===== src/rtl/switch_sequencer.sv =====
// switch_sequencer: sequences CPU A/B switchover on an idle UART boundary of the active CPU.
// Define SWSEQ_FAULT_CNT_EN to compile in fault counters, rescaling and count-based preference.
module switch_sequencer #(
  parameter int IDLE_CYC  = 160,
  parameter int DRAIN_MAX = 4096,
  parameter int HOLD_CYC  = 50000
) (
  input  logic       clk,
  input  logic       rst_n,
  input  logic       io_a,
  input  logic       io_b,
  input  logic       force_swi,
  input  logic       com_swi,
  input  logic       err_clr,
  input  logic       srx_cpuA,
  input  logic       srx_cpuB,
  output logic       switch,
  output logic       busy,
  output logic [7:0] a_err_num,
  output logic [7:0] b_err_num,
  output logic [7:0] swi_count
);
  typedef enum logic [1:0] {ACT_A, DRAIN_B, ACT_B, DRAIN_A} state_t;
  localparam logic [16:0] L_IDLE  = 17'(IDLE_CYC);
  localparam logic [16:0] L_DRAIN = 17'(DRAIN_MAX);
  localparam logic [15:0] L_HOLD  = 16'(HOLD_CYC);
  state_t      r_state;
  logic [1:0]  r_ioa_s, r_iob_s, r_rxa_s, r_rxb_s;
  logic        r_switch, r_busy;
  logic [7:0]  r_swc;
  logic [15:0] r_idle, r_drain, r_hold;
  logic        w_fault_a, w_fault_b, w_line, w_done, w_toggle;
  logic        w_tgt, w_req, w_cnt_gt, w_cnt_lt;
  always_ff @(posedge clk or negedge rst_n)
    if (!rst_n) begin
      r_ioa_s <= '1;
      r_iob_s <= '1;
      r_rxa_s <= '1;
      r_rxb_s <= '1;
    end else begin
      r_ioa_s <= {r_ioa_s[0], io_a};
      r_iob_s <= {r_iob_s[0], io_b};
      r_rxa_s <= {r_rxa_s[0], srx_cpuA};
      r_rxb_s <= {r_rxb_s[0], srx_cpuB};
    end
  assign w_fault_a = ~r_ioa_s[1];
  assign w_fault_b = ~r_iob_s[1];
`ifdef SWSEQ_FAULT_CNT_EN
  logic       r_fa_d, r_fb_d;
  logic [7:0] r_a_err, r_b_err;
  always_ff @(posedge clk or negedge rst_n)
    if (!rst_n) begin
      r_fa_d  <= 1'b0;
      r_fb_d  <= 1'b0;
      r_a_err <= '0;
      r_b_err <= '0;
    end else begin
      r_fa_d <= w_fault_a;
      r_fb_d <= w_fault_b;
      if (err_clr || force_swi) begin
        r_a_err <= '0;
        r_b_err <= '0;
      end else if (&r_a_err || &r_b_err) begin
        r_a_err <= {7'd0, w_cnt_gt};
        r_b_err <= {7'd0, ~w_cnt_gt};
      end else begin
        r_a_err <= r_a_err + {7'd0, w_fault_a & ~r_fa_d};
        r_b_err <= r_b_err + {7'd0, w_fault_b & ~r_fb_d};
      end
    end
  assign w_cnt_gt  = r_a_err > r_b_err;
  assign w_cnt_lt  = r_a_err < r_b_err;
  assign a_err_num = r_a_err;
  assign b_err_num = r_b_err;
`else
  logic w_unused;
  assign w_unused  = err_clr;
  assign w_cnt_gt  = 1'b0;
  assign w_cnt_lt  = 1'b0;
  assign a_err_num = '0;
  assign b_err_num = '0;
`endif
  // a single faulty CPU always loses; both faulty means stay put
  always_comb begin
    w_tgt = r_switch;
    w_req = 1'b0;
    if (w_fault_a != w_fault_b) begin
      w_tgt = w_fault_a;
      w_req = 1'b1;
    end else if (!w_fault_a && force_swi) begin
      w_tgt = com_swi;
      w_req = 1'b1;
    end else if (!w_fault_a && (w_cnt_gt != w_cnt_lt)) begin
      w_tgt = w_cnt_gt;
      w_req = (r_hold == '0);
    end
  end
  assign w_line   = r_switch ? r_rxb_s[1] : r_rxa_s[1];
  assign w_done   = ({1'b0, r_idle} >= L_IDLE) || (({1'b0, r_drain} + 17'd1) >= L_DRAIN);
  assign w_toggle = r_busy && w_done;
  always_ff @(posedge clk or negedge rst_n)
    if (!rst_n) begin
      r_state  <= ACT_A;
      r_switch <= 1'b0;
      r_busy   <= 1'b0;
      r_swc    <= '0;
      r_idle   <= '0;
      r_drain  <= '0;
      r_hold   <= '0;
    end else begin
      r_idle <= (w_toggle || !w_line) ? '0 : r_idle + {15'd0, r_idle != 16'hFFFF};
      r_hold <= (r_hold != '0) ? r_hold - 16'd1 : '0;
      case (r_state)
        ACT_A, ACT_B:
          if (w_req && (w_tgt != r_switch)) begin
            r_state <= r_switch ? DRAIN_A : DRAIN_B;
            r_busy  <= 1'b1;
            r_drain <= '0;
          end
        default:
          if (w_done) begin
            r_state  <= r_switch ? ACT_A : ACT_B;
            r_switch <= ~r_switch;
            r_busy   <= 1'b0;
            r_swc    <= r_swc + 8'd1;
            r_hold   <= L_HOLD;
          end else if (w_tgt == r_switch) begin
            r_state <= r_switch ? ACT_B : ACT_A;
            r_busy  <= 1'b0;
          end else begin
            r_drain <= r_drain + 16'd1;
          end
      endcase
    end
  assign switch    = r_switch;
  assign busy      = r_busy;
  assign swi_count = r_swc;
endmodule


===== config.mk =====
export PLATFORM = sky130hd
export DESIGN_NAME = switch_sequencer
export DESIGN_NICKNAME = d
export VERILOG_FILES = /design/src/rtl/switch_sequencer.sv
export SDC_FILE = /design/constraint.sdc
export NUM_CORES = 1
export LEC_CHECK = 0
export CAP_MARGIN = 40
export CELL_PAD_IN_SITES_DETAIL_PLACEMENT = 1
export CELL_PAD_IN_SITES_GLOBAL_PLACEMENT = 1
export CORE_MARGIN = 1.5
export CORE_UTILIZATION = 38
export CTS_CLUSTER_SIZE = 30
export DETAILED_ROUTE_END_ITERATION = 10
export MAX_ROUTING_LAYER = met4
export PLACE_DENSITY_LB_ADDON = 0.25
export SYNTH_ARGS = -nofsm -noshare
export SYNTH_HDL_FRONTEND = slang
export SYNTH_SLANG_ARGS = --single-unit
export TNS_END_PERCENT = 50

===== constraint.sdc =====
create_clock -name clk -period 2.3 [get_ports clk]
set_input_delay 0.23 -clock clk [delete_from_list [all_inputs] [get_ports clk]]
set_output_delay 0.23 -clock clk [all_outputs]
set_load 0.005 [all_outputs]

==> results of run 1 <==
-- flip-flops by register name, summed over array words and instances, names as in the netlist --
name,flops
swi_count,8
r_state,1
r_ioa_s,2
switch,1
r_drain,16
r_rxb_s,2
r_idle,16
r_iob_s,2
r_rxa_s,2
-- worst paths after layout --
| check | endpoint | slack [ns] | depth (start not counted) |
|---|---|---|---|
| min in group asynchronous | r_drain[6] | 0.46 | 2 |
| hold / removal | r_rxb_s[0] | 0.30 | 1 |
| setup / recovery | r_drain[8] | 0.11 | 5 |
| setup reg to reg | r_drain[8] | 0.11 | 5 |
| hold reg to reg | r_iob_s[1] | 0.36 | 0 |
| max in group asynchronous | r_idle[15] | 1.29 | 3 |
-- cells in the final DEF, fill, tap and decap left out, types with 6 or more instances in the layout --
master,n
a21oi_1,11
and3_1,6
buf_4,35
clkdlybuf4s50_1,16
conb_1,16
dfrtp_1,42
dfstp_2,8
nand2_1,25
nand3_1,10
nand4_1,11
nor2_1,11
nor3_1,20
o311ai_0,8
xnor2_1,8
xor2_1,15
-- logic make-up (layout without fill, tap and decap cells) --
| family | after synthesis | count (layout) | synth area share |
|---|---|---|---|
| AO/OA/AOI/OAI | 42 | 42 | 0.126 |
| multiplexers | 4 | 4 | 0.0162 |
| other | 1 | 16 | 0.00143 |
| AND/OR/NAND/NOR | 106 | 106 | 0.209 |
| flip-flops | 50 | 50 | 0.480 |
| adder cells (fa/ha/maj) | 4 | 4 | 0.0191 |
| buffers and inverters | 32 | 69 | 0.0719 |
| XOR/XNOR | 23 | 23 | 0.0767 |
-- routing by layer --
metal / wire length [µm] / track usage
met2: 2980 / 0.304
met3: 167 / 0.0385
met4: 109 / 0.0528
met5: 0 / -
met1: 3060 / 0.243
-- worst max-delay path, delay by kind of cell (launching register included) --
kind | cells | cell delay, ns
AO/OA/AOI/OAI | 3 | 0.94
AND/OR/NAND/NOR | 2 | 0.73
flip-flops | 1 | 0.38
-- report_power, final --
group          internal [mW]  leakage [nW]  total [mW]  switching, mW
combinational         0.0874         0.687       0.189          0.102
sequential             0.920         0.660       0.947         0.0269
clock                  0.332        0.0563       0.678          0.346
total                   1.34          1.40        1.81          0.475
-- area by class of cell --
cell class	count	area [µm²]	area share
well taps	80	100	0.0307
clock buffers	5	68.8	0.0211
repair buffers	56	489	0.150
clock inverters	3	48.8	0.0150
multi-input cells	195	1270	0.390
flip-flops and latches	50	1260	0.387
inverters	5	18.8	0.00576
-- through the flow --
| step | cells | util | worst slack (ns) | hold WS (ns) |
|---|---|---|---|---|
| 2_1_floorplan | 277 | - | 0.0682 | -0.0656 |
| 3_3_place_gp | 380 | 0.455 | 0.0586 | 0.271 |
| 3_5_place_dp | 380 | 0.455 | 0.0112 | 0.281 |
| 4_1_cts | 389 | 0.474 | 0.0253 | 0.292 |
| 5_1_grt | 394 | 0.485 | -0.0369 | 0.287 |
| 6_report | 394 | 0.485 | 0.109 | 0.298 |
-- repair_timing --
action	4_1_cts	5_1_grt
hold endpoints to repair	17	0
buffers inserted	0	5
gates resized for setup	0	10
setup endpoints to repair	0	22
hold buffers	1	0
==> metrics.yaml, run 1 <==
global_route:
  gr-usage-all-layers: 0.189
  grt_max_degree: 27
  antenna_found_initial: 0
  grt_pass1_vias: 2167
  grt_pass1_wl_um: 10500
  grt.overflow.total: 0
sta:
  tightest_slew_ns: 0.629
  slew_violations: 0
  finalHoldViolCount: 0
  relSlewSlack: 0.581
  tns_ns: 0
  fin_crit_ns: 2.19
  rsz0062_at_grt: "true"
  setup_violations: 0
  period_share: 0.952
  fmax_mhz: 456
  fin_skew_ns: 0.00932
critical_path:
  crit_path_frequent_cell: "o311ai_0"
  path_class: "flip-flop to flip-flop"
  worstSetupStartpoint: "r_drain[5]"
  cp_max_fo: 8
  setup.worst_path.end_class: "flip-flop"
  required_ns: 2.48
  crit_chain: "nand4_1, or4_4, a211o_2, o311ai_0, o311ai_0"
  cp_slowest_cell: "or4_4"
  cp_slowest_stage_delay_ns: 0.58
  critPathLaunchType: "flip-flop"
  critical_path_arrival_ns: 2.38
  r2r-start: "r_drain[5]"
logic_synthesis:
  yosysTopAreaCell: "dfrtp_1"
  synth_ff_type: "dfrtp_1"
  synth-seq-cells: 50
  ys_top_cells_by_area: "dfrtp_1, dfstp_2, xor2_1"
  synth_edf_count: 0
  yosysMostFrequentCell: "dfrtp_1"
  syn_area_um2: 2630
  ys_types: 41
  synth-async-reset-ratio: 1.00
  seq_area_frac_synth: 0.480
  avgSynthCellArea_um2: 10.0
  synth.top_cell.area_share: 0.400
  syn_inst: 262
  ys_warn_count: 0
  yosys-top-cells-count: "dfrtp_1, nand2_1, nor3_1"
die:
  io_pins: 35
  start_util: 0.391
  dieArea_um2: 7420
  die_width_um: 86.1
  row_count: 30
  die_y_um: 86.1
  core_um2: 6720
cts:
  h-tree-depth: 2
  cts_tree: "done"
  cts_root_buf: "clkbuf_8"
  path_clk_slew_ns: 0.11
  cts.path.max_buffers: 2
  numClockSinks: 50
  clock_latency_ns: 0.32
  cts_made_buffers: 5
power_and_ir_drop:
  peakVddDrop_mv: 0.418
  p_leak_nw: 1.40
  finalPower_mw: 1.81
  power_density_nw_per_um2: 557
drt:
  drt_pass1_iterations: 4
  dr_total_vias: 2151
  wl_per_cell_um: 16.0
  vias_per_cell: 5.46
  final_antenna_net_count: 0
  drtIter0Drc: 112
  route.detailed.drc: 0
  totalWireLength_um: 6320
flow_run:
  maxCapViolCount: 0
placed_design:
  gp_congestion: 0.813
  portBuffers: 17
  placed_cell_area_um2: 3060
  hpwlAfterDp_um: 4340
outcome:
  status: "finished clean"
cells_and_area:
  diodes: 0
  synthToLayoutAreaGrowth_pct: 24.1
  n_fill_cell: 768
  nets: 326
  drive_above_1_share: 0.217
  final_area_um2: 3260
hold_path:
  min_from: "srx_cpuB"
  min_path_type: "input port to flip-flop"
No activity file was read; power rests on OpenSTA's default activity.
==> run 2, diff against run 1 <==
--- a/config.mk
+++ b/config.mk
@@ -5,15 +5,17 @@
 export SDC_FILE = /design/constraint.sdc
 export NUM_CORES = 1
 export LEC_CHECK = 0
+export ABC_AREA = 1
 export CAP_MARGIN = 40
 export CELL_PAD_IN_SITES_DETAIL_PLACEMENT = 1
 export CELL_PAD_IN_SITES_GLOBAL_PLACEMENT = 1
 export CORE_MARGIN = 1.5
-export CORE_UTILIZATION = 38
+export CORE_UTILIZATION = 37
 export CTS_CLUSTER_SIZE = 30
 export DETAILED_ROUTE_END_ITERATION = 10
 export MAX_ROUTING_LAYER = met4
 export PLACE_DENSITY_LB_ADDON = 0.25
+export SKIP_LAST_GASP = 1
 export SYNTH_ARGS = -nofsm -noshare
 export SYNTH_HDL_FRONTEND = slang
 export SYNTH_SLANG_ARGS = --single-unit
==> metrics.yaml, run 2 <==
critical_path:
  critical_path_arrival_ns: 2.36
  rrSetupSlack_ns: 0.14
  path_class: "flip-flop to flip-flop"
  r2r-start: "r_idle[13]"
  critPathLaunchType: "flip-flop"
  reg2reg_depth: 14
  cp_max_fo: 3
  setup.worst_path.end_class: "flip-flop"
  r2r_end: "r_idle[12]"
  required_ns: 2.49
sta:
  slew_violations: 0
  fin_crit_ns: 2.16
  period_share: 0.940
  setup_violations: 0
  fin_ws_ns: 0.138
  tns_ns: 0
  finalHoldViolCount: 0
  relSlewSlack: 0.547
  fin_skew_ns: 0.00871
  tightest_slew_ns: 0.679
  fmax_mhz: 462
logic_synthesis:
  yosysTopAreaCell: "dfrtp_1"
  syn_area_um2: 2710
  synth_ff_type: "dfrtp_1"
  yosys-top-cells-count: "nand2_1, nor2_1, dfrtp_1"
  ys_top_cells_by_area: "dfrtp_1, nand2_1, dfstp_2"
  syn_inst: 332
  avgSynthCellArea_um2: 8.17
  synth-seq-cells: 50
  seq_area_frac_synth: 0.465
  yosysMostFrequentCell: "nand2_1"
  synth.top_cell.area_share: 0.388
  ys_types: 30
  ys_warn_count: 0
  synth-async-reset-ratio: 1.00
  synth_edf_count: 0
placed_design:
  dp_cells: 459
  hpwlAfterDp_um: 4420
  placed_cell_area_um2: 3020
  pre_cts_ws_ns: 0.0204
  portBuffers: 17
  gp_congestion: 0.831
cts:
  clock_latency_ns: 0.31
  h-tree-depth: 2
  numClockSinks: 50
  cts_tree: "done"
  cts_made_buffers: 5
  cts_root_buf: "clkbuf_8"
  cts.path.max_buffers: 2
  path_clk_slew_ns: 0.10
power_and_ir_drop:
  power_frac_seq: 0.538
  switching_share: 0.248
  netSwitchingPower_uw: 425
  peakVddDrop_mv: 0.241
  power_frac_comb: 0.090
  p_leak_nw: 1.48
  internal_power_mw: 1.29
  p_clk_frac: 0.371
  power_density_nw_per_um2: 524
hold_path:
  min_path_type: "input port to flip-flop"
  holdPathStages: 1
  holdPathEnd: "r_rxb_s[0]"
  min_from: "srx_cpuB"
global_route:
  grt_max_degree: 29
  grt_pass1_wl_um: 10300
  grt.overflow.total: 0
  grt_pass1_vias: 2260
  gr-usage-all-layers: 0.174
  antenna_found_initial: 0
cells_and_area:
  final_cell_mix: "nand2_1, nor2_1, dfrtp_1"
  final_common_cell: "nand2_1"
  final_area_um2: 3270
  synthToLayoutAreaGrowth_pct: 20.8
  nets: 387
  drive_above_1_share: 0.195
  fin_cells: 474
  diodes: 0
drt:
  route.detailed.drc: 0
  vias_per_cell: 4.72
  final_antenna_net_count: 0
  dr_total_vias: 2236
  wl_per_cell_um: 12.8
  drt_pass1_iterations: 4
  totalWireLength_um: 6070
  drtIter0Drc: 90
die:
  die_y_um: 88.6
  die_width_um: 88.6
  dieArea_um2: 7850
  io_pins: 35
  row_count: 31
  start_util: 0.378
  core_um2: 7180
flow_run:
  maxCapViolCount: 0
outcome:
  status: "finished clean"
-- run 2: cell count changes in the layout (fill, tap and decap cells not counted), moves of 6 or more --
cell	previous run	this run
xor2_1	15	6
o21ai_0	1	15
inv_1	5	32
nand3_1	10	25
and3_1	6	0
buf_4	35	22
nor2_1	11	43
nor3_1	20	8
nand2_2	0	8
o311ai_0	8	0
nand2_1	25	66
-- run 2: power by group through the flow --
stage	Clock [mW]	Sequential [mW]	Combinational (mW)
3_3_place_gp	0	0.940	0.145
5_1_grt	0.698	0.929	0.177
4_1_cts	0.670	0.925	0.150
6_report	0.638	0.925	0.155
2_1_floorplan	0	0.942	0.110
3_5_place_dp	0	0.941	0.148
-- run 2: cells by family after synthesis --
logic type                 Yosys count  synth area share
xor gates and xnor gates            12            0.0388
AOI/OAI and AO/OA                   30            0.0604
buffers and inverters               54             0.112
other                                1           0.00138
and+or+nand+nor                    181             0.304
adders and majority gates            4            0.0185
DFF                                 50             0.465
-- run 2: repair_timing --
action,in CTS,in global routing
buffers inserted,0,6
hold endpoints to repair,19,0
hold buffers,1,0
endpoints found under the setup margin,1,6
resized for setup,1,20
pin swaps,0,8
-- run 2: worst max-delay path, cell delays in order, from the launching register on --
cell and delay (ns):
dfrtp_1 0.39, nand2_1 0.13, nor3_4 0.06, nand3_2 0.07
ha_2 0.20, ha_4 0.14, nand2_2 0.09, nor2_4 0.13
nand3_2 0.09, nor2_4 0.14, nand2_2 0.09, nor3_4 0.21
nand2_1 0.09, xor2_1 0.20, nor2_2 0.04
-- run 2: worst max path at each step --
stage,endpoint,from,depth (start not counted)
after floorplan,r_idle[12],r_idle[8],14
after global placement,r_idle[12],r_idle[11],14
after detailed placement,r_idle[12],r_idle[11],14
after CTS,r_idle[14],r_idle[11],15
after global routing,r_idle[13],r_idle[4],11
final,r_idle[12],r_idle[13],14
-- run 2: layer usage --
layer,wire length [µm],up-vias,part of all wire,track usage
met3,117,8,0.019,0.0308
met4,83,0,0.014,0.0469
met1,2790,1093,0.46,0.217
met5,0,-,0,-
met2,3080,20,0.51,0.291
li1,-,1115,-,-
-- run 2: per-stage QoR --
step	hold WS, ns	utilization	power (mW)
2_1_floorplan	-0.0656	-	1.05
3_3_place_gp	0.299	0.420	1.08
3_5_place_dp	0.306	0.420	1.09
4_1_cts	0.304	0.439	1.74
5_1_grt	0.301	0.456	1.80
6_report	0.317	0.456	1.72
-- run 2: final cells by class --
| cell class | instances | area, µm² |
|---|---|---|
| clock buffers | 5 | 68.8 |
| clock inverters | 3 | 47.5 |
| fillers | 880 | 3900 |
| inverters | 33 | 124 |
| multi-input cells | 243 | 1290 |
| flip-flops and latches | 50 | 1260 |
| well taps | 99 | 124 |
| repair buffers | 41 | 360 |
==> run 3, diff against run 2 <==
--- a/config.mk
+++ b/config.mk
@@ -13,8 +13,9 @@
 export CORE_UTILIZATION = 37
 export CTS_CLUSTER_SIZE = 30
 export DETAILED_ROUTE_END_ITERATION = 10
+export GPL_ROUTABILITY_DRIVEN = 1
 export MAX_ROUTING_LAYER = met4
-export PLACE_DENSITY_LB_ADDON = 0.25
+export PLACE_DENSITY_LB_ADDON = 0.1
 export SKIP_LAST_GASP = 1
 export SYNTH_ARGS = -nofsm -noshare
 export SYNTH_HDL_FRONTEND = slang
==> metrics.yaml, run 3 (synthesis results as in run 2) <==
sta:
  tightest_slew_ns: 0.661
  finalHoldViolCount: 0
  hold_ws_ns: 0.0174
  relSlewSlack: 0.559
  fmax_mhz: 458
  setup_violations: 0
  rsz0062_at_grt: "true"
  period_share: 0.950
  fin_skew_ns: 0.0109
  slew_violations: 0
  fin_crit_ns: 2.18
critical_path:
  rrSetupSlack_ns: 0.12
  path_class: "flip-flop to flip-flop"
  r2r_end: "r_idle[12]"
  cp-endpoint: "r_idle[12]"
  worstSetupStartpoint: "r_idle[4]"
  setup.worst_path.end_class: "flip-flop"
  required_ns: 2.50
  reg2reg_depth: 14
  cp_max_fo: 3
  critical_path_arrival_ns: 2.39
  r2r-start: "r_idle[4]"
  critPathLaunchType: "flip-flop"
cells_and_area:
  fin_cells: 471
  multi_input_area_um2: 1240
  nets: 384
  final_cell_mix: "nand2_1, nor2_1, dfrtp_1"
  final_common_cell: "nand2_1"
  post-route-util: 0.440
  ff_latch_area_um2: 1260
  synthToLayoutAreaGrowth_pct: 16.6
  drive_above_1_share: 0.164
  diodes: 0
  n_fill_cell: 879
drt:
  totalWireLength_um: 6020
  drt_pass1_iterations: 2
  drtIter0Drc: 107
  dr_total_vias: 2225
  final_antenna_net_count: 0
  vias_per_cell: 4.72
  route.detailed.drc: 0
  wl_per_cell_um: 12.8
global_route:
  grt.overflow.total: 0
  grt_pass1_wl_um: 10200
  grt_max_degree: 51
  gr-usage-all-layers: 0.173
  antenna_found_initial: 0
  grt_pass1_vias: 2148
die:
  dieArea_um2: 7850
  io_pins: 35
  die_width_um: 88.6
  start_util: 0.378
  die_y_um: 88.6
  core_um2: 7180
  row_count: 31
outcome:
  status: "finished clean"
cts:
  cts_tree: "done"
  cts_made_buffers: 5
  h-tree-depth: 2
  clock_latency_ns: 0.31
  cts.path.max_buffers: 2
  path_clk_slew_ns: 0.10
  cts_root_buf: "clkbuf_8"
  numClockSinks: 50
flow_run:
  maxCapViolCount: 0
placed_design:
  hpwlAfterDp_um: 4350
  dp_cells: 461
  portBuffers: 17
  gp_congestion: 0.782
power_and_ir_drop:
  peakVddDrop_mv: 0.256
  power_density_nw_per_um2: 507
  p_leak_nw: 1.43
hold_path:
  min_path_type: "input port to asynchronous set/reset pin"
## run 3: report_power, final
| part | switching [mW] | internal (mW) |
|---|---|---|
| combinational | 0.0918 | 0.0462 |
| sequential | 0.0238 | 0.907 |
| clock | 0.318 | 0.215 |
| total | 0.433 | 1.17 |
## run 3: through the flow
| stage | power (mW) | setup TNS, ns | instance area, µm² | worst slack [ns] |
|---|---|---|---|---|
| after floorplan | 1.05 | 0 | 2770 | 0.240 |
| after global placement | 1.08 | 0 | 3020 | 0.0937 |
| after detailed placement | 1.09 | 0 | 3020 | 0.0534 |
| after CTS | 1.63 | 0 | 3110 | 0.0177 |
| after global routing | 1.69 | -0.109 | 3160 | -0.0843 |
| final | 1.60 | 0 | 3160 | 0.115 |
## run 3: worst max-delay path, cell delays in order (launching register included)
cell and delay (ns):
dfrtp_1 0.40, nand2_1 0.13, nor3_1 0.07, nand3_1 0.07, ha_1 0.17, ha_1 0.17
nand2_1 0.09, nor2_2 0.11, nand3_1 0.09, nor2_2 0.12, nand2_2 0.09, nor3_2 0.21
nand2_1 0.14, xor2_2 0.16, nor2_2 0.04
## run 3: layer usage
layer | up-vias | track usage | wire length, µm
li1 | 1113 | - | -
met1 | 1082 | 0.222 | 2940
met2 | 24 | 0.285 | 2910
met3 | 6 | 0.0280 | 113
met4 | 0 | 0.0469 | 63
met5 | - | - | 0
## run 3: layout make-up
class | instances | share of cell area
flip-flops and latches | 50 | 0.399
multi-input cells | 243 | 0.392
well taps | 99 | 0.0392
clock inverters | 3 | 0.00633
repair buffers | 38 | 0.102
clock buffers | 5 | 0.0218
inverters | 33 | 0.0392
## run 3: worst min-delay path by stage
stage	end	slack [ns]
2_1_floorplan	r_drain[0]	-0.07
3_3_place_gp	r_rxb_s[1]	0.35
3_5_place_dp	r_ioa_s[1]	0.35
4_1_cts	swi_count[4]	0.04
5_1_grt	swi_count[4]	0.06
6_report	swi_count[4]	0.02
## run 3: timing repair
item	CTS	global route
gates resized for setup	0	8
hold buffers	0	0
endpoints found under the hold margin	0	0
buffers inserted	0	2
endpoints found under the setup margin	0	7
